===== src/rtl/ram_arb_pkg.sv =====
// Shared constants for the matrix-RAM port arbiter: state encodings,
// hold counter width and port indices.
package ram_arb_pkg;

  localparam logic [1:0] IDLE = 2'd0;
  localparam logic [1:0] OWN0 = 2'd1;
  localparam logic [1:0] OWN1 = 2'd2;

  localparam int unsigned HOLD_CNT_W = 8;

  localparam logic P_HOST = 1'b0;
  localparam logic P_CU   = 1'b1;

endpackage


===== src/rtl/ram_port_arbiter.sv =====
// Two-master arbiter for the single-port matrix RAM: registered grant,
// round-robin on ties, hold-limit pre-emption and per-port lock.
module ram_port_arbiter
  import ram_arb_pkg::*;
#(
  parameter int data_w    = 32,
  parameter int ram_d     = 512,
  parameter int ram_add_w = $clog2(ram_d),
  parameter int MAX_HOLD  = 16
) (
  input  logic                 clk,
  input  logic                 rst,
  input  logic                 req0,
  input  logic                 req1,
  input  logic                 lock0,
  input  logic                 lock1,
  input  logic                 we0,
  input  logic                 we1,
  input  logic [ram_add_w-1:0] addr0,
  input  logic [ram_add_w-1:0] addr1,
  input  logic [data_w-1:0]    wdata0,
  input  logic [data_w-1:0]    wdata1,
  output logic                 gnt0,
  output logic                 gnt1,
  output logic                 rvalid0,
  output logic                 rvalid1,
  output logic [data_w-1:0]    rdata,
  output logic                 ram_we,
  output logic [ram_add_w-1:0] ram_addr,
  output logic [data_w-1:0]    ram_w_data,
  input  logic [data_w-1:0]    ram_r_data
);

  localparam logic [HOLD_CNT_W-1:0] HOLD_LIM = HOLD_CNT_W'(MAX_HOLD - 1);

  logic [1:0]            r_state;
  logic [1:0]            w_next;
  logic                  r_rr_last;
  logic [HOLD_CNT_W-1:0] r_hold_cnt;
  logic                  r_rvalid0;
  logic                  r_rvalid1;
  logic                  w_gnt0;
  logic                  w_gnt1;
  logic                  w_acc0;
  logic                  w_acc1;
  logic                  w_hold_hit;
  logic                  w_contended;

  assign w_gnt0 = (r_state == OWN0);
  assign w_gnt1 = (r_state == OWN1);
  assign w_acc0 = w_gnt0 && req0;
  assign w_acc1 = w_gnt1 && req1;
  // After a lock is released the count may already be past the limit;
  // >= lets pre-emption fire at once instead of never matching.
  assign w_hold_hit  = (r_hold_cnt >= HOLD_LIM);
  assign w_contended = (w_gnt0 && req1) || (w_gnt1 && req0);

  always_comb begin
    w_next = r_state;
    case (r_state)
      IDLE: begin
        if (req0 && req1)  w_next = (r_rr_last == P_HOST) ? OWN1 : OWN0;
        else if (req0)     w_next = OWN0;
        else if (req1)     w_next = OWN1;
      end
      OWN0: begin
        if (!req0)                                  w_next = req1 ? OWN1 : IDLE;
        else if (req1 && !lock0 && w_hold_hit)      w_next = OWN1;
      end
      OWN1: begin
        if (!req1)                                  w_next = req0 ? OWN0 : IDLE;
        else if (req0 && !lock1 && w_hold_hit)      w_next = OWN0;
      end
      default: w_next = IDLE;
    endcase
  end

  always_ff @(posedge clk or posedge rst) begin
    if (rst) begin
      r_state    <= IDLE;
      r_rr_last  <= P_CU;
      r_hold_cnt <= '0;
      r_rvalid0  <= 1'b0;
      r_rvalid1  <= 1'b0;
    end else begin
      r_state   <= w_next;
      r_rvalid0 <= w_acc0 && !we0;
      r_rvalid1 <= w_acc1 && !we1;
      if (w_next != r_state) begin
        r_hold_cnt <= '0;
        if (w_next == OWN0)      r_rr_last <= P_HOST;
        else if (w_next == OWN1) r_rr_last <= P_CU;
      end else if (w_contended && (r_hold_cnt != '1)) begin
        r_hold_cnt <= r_hold_cnt + 1'b1;
      end
    end
  end

  assign gnt0       = w_gnt0;
  assign gnt1       = w_gnt1;
  assign rvalid0    = r_rvalid0;
  assign rvalid1    = r_rvalid1;
  assign rdata      = ram_r_data;
  assign ram_we     = (w_acc0 && we0) || (w_acc1 && we1);
  assign ram_addr   = w_gnt0 ? addr0  : (w_gnt1 ? addr1  : '0);
  assign ram_w_data = w_gnt0 ? wdata0 : (w_gnt1 ? wdata1 : '0);

endmodule


===== config.mk =====
export PLATFORM = sky130hd
export DESIGN_NAME = ram_port_arbiter
export DESIGN_NICKNAME = d
export VERILOG_FILES = /design/src/rtl/ram_arb_pkg.sv /design/src/rtl/ram_port_arbiter.sv
export SDC_FILE = /design/constraint.sdc
export NUM_CORES = 1
export LEC_CHECK = 0
export CORE_ASPECT_RATIO = 0.75
export CORE_UTILIZATION = 27
export CTS_CLUSTER_DIAMETER = 200
export DETAILED_ROUTE_END_ITERATION = 10
export HOLD_SLACK_MARGIN = 0.12
export PLACE_DENSITY = 0.9
export SYNTH_ARGS = -nofsm -noshare
export SYNTH_HDL_FRONTEND = slang
export SYNTH_SLANG_ARGS = --single-unit

===== constraint.sdc =====
create_clock -name clk -period 4 [get_ports clk]
set_input_delay 0.8 -clock clk [delete_from_list [all_inputs] [get_ports clk]]
set_output_delay 0.8 -clock clk [all_outputs]
set_load 0.005 [all_outputs]

==> metrics <==
n_diodes=0; Worst-path clk slew=0.05 ns; Critical Path End Type=output port; sequence of cells on the critical path=nor2b_4, buf_4, a22o_1, clkdlybuf4s50_1; H-tree depth=1; Netlist Area Pre-Place=1480 um2; WP buf/inv=2; Root Driver=clkbuf_8; Layout Nets=391; Initial Util=29.2%; Slew Limit Fails=0; cell area after layout=2690 um2; CP top delay family=buffers and inverters; post-route ant nets=0; top-area cell type share of the netlist area=24.3%; area added between synthesis and finish=81.6%; routed len/inst=17.7 um; drt initial violations=75; sequential share of the synthesized area=22.1%; post-CTS setup buffers=0; setup violators final=0; top-count cell post-synth=a22o_1; pin count of the biggest net entering global routing=34; io pins=200; yosys warns=0; delay of the slowest cell on the worst path=0.68 ns; Worst EP arrival=2.44 ns; Lkg Pwr=1.03 nW; die width=87.5 um; Yosys reg bits=13; GPL Wtd Cong=0.762; global route overflow=0; HPWL Detailed=4.93 mm; CTS Sinks=13; Setup crit start kind=flip-flop; clk_skew=0.00174 ns; WL final=5.99 mm; Final Hold Slack=0.515 ns; FMAX=309 MHz; I/O Buffers=135; min Tclk post-route=3.24 ns; DR vias/cell=5.00; TritonCTS clock tree=yes; vias in the first global route=1670; placed cells=334; final setup TNS=0 ns; # DRC=0; Clock Path Buffers=2; crit path setup slack, layout=0.762 ns; initial antenna violation count=0; overall power=0.862 mW; synthesized area per cell=8.75 um2; Critical Path Fanout Max=32; CTS resizes=0; syn nets=293; PwrDens=321 nW/um2; GR Util All Layers=20.3%; clk_lat worst skew=0.24 ns; max-cap violations=0; die height=66.1 um; CP Class=flip-flop to output port; layout cells sized above 1=6.02%; status=complete, no violations; vias post-DR=1689; worst-margin pin slew=0.708 ns; top cells by area, synth=a22o_1 24%, dfrtp_1 20%, buf_4 16%, nor2_1 3.6%, xnor2_1 3.6%; Worst Path Required=3.20 ns; Mapped Cells=169; Post-Layout Cell Count=338; RSZ-0062 raised after global routing=false; TritonCTS Buffers=3; area leader, netlist=a22o_1; row cnt=22; Synth Flop Type=dfrtp_1; endpoints failing hold=0; top cells by count, synth=41 x a22o_1, 32 x buf_4, 14 x nor2_1; Slew headroom=52.7%; Post-synth ARST share=100%; first-pass GRT wire length=8.84 mm; die area=5780 um2; cts hold-fix bufs=0; worst vdd ir=0.000122 V; DR pass1 iterations=4; Core Region=5060 um2; CP max stage cell=nor2b_4; Hold Path Class=flip-flop to flip-flop; DP Area=2640 um2; Post-synth EDFFs=0; DP Worst Slack=1.01 ns; Synth cell types=36; Period Utilization, post-route=81.0%; Layout Utilization=53.0%
cell families (layout without fill, tap and decap cells):
logic type               Yosys count  in the layout  synth area share (%)
flip-flops                        13             13                  22.1
adder cells (fa/ha/maj)            2              2                  1.69
XOR/XNOR                           7              7                  4.15
AO/OA/AOI/OAI                     55             55                  33.5
multiplexers                       2              2                  1.35
buffers and inverters             48            145                  22.0
AND/OR/NAND/NOR                   42             42                  15.2
cells in the final DEF (no fill, tap or decap), types with 3 or more instances in the layout:
cell and instances:
nand3_1 3, nand2b_1 3, xnor2_1 6, nand3b_1 3
inv_1 4, a22o_1 41, clkbuf_8 3, dfrtp_1 12
clkdlybuf4s50_1 135, a21oi_1 3, nor3_1 3, nand2_1 7
nor2_1 14
per-layer routing:
metal | track usage [%] | vias up | wire [um]
li1 | - | 783 | -
met1 | 25.0 | 803 | 2460
met2 | 34.5 | 89 | 2920
met3 | 6.62 | 14 | 519
met4 | 4.51 | 0 | 90
met5 | 0 | - | 0
worst min-delay path: stages, from the launching register on:
cell     delay (ns)
dfstp_2        0.38
inv_1          0.05
mux2i_1        0.07
worst paths after layout:
kind,endpoint,slack (ns),cells after the start,start
worst max-delay path,ram_w_data[16],0.76,4,r_state[0]
worst min-delay path,r_rr_last,0.52,2,r_rr_last
worst max register to register,r_rr_last,1.88,8,r_hold_cnt[1]
worst min register to register,r_rr_last,0.52,2,r_rr_last
max in group asynchronous,r_rr_last,2.75,2,rst
min in group asynchronous,r_hold_cnt[3],0.90,2,rst
sequential cells by signal (all words and copies together), names as in the netlist:
| signal | flops |
|---|---|
| r_hold_cnt | 8 |
| r_state | 2 |
| r_rr_last | 1 |
| rvalid0 | 1 |
| rvalid1 | 1 |
cell type report:
type,count,area [um2]
clock buffers,4,45.0
well taps,72,90.1
inverters,4,15.0
fillers,486,2380
repair buffers,137,1370
flip-flops and latches,13,327
multi-input cells,108,842
power breakdown:
part           switching, mW  internal, mW  leakage, nW
Sequential            0.0213         0.147        0.175
Combinational          0.212         0.364        0.834
Clock                 0.0477        0.0705       0.0228
Total                  0.281         0.581         1.03
Note: power is estimated with default switching activity, not from simulation.
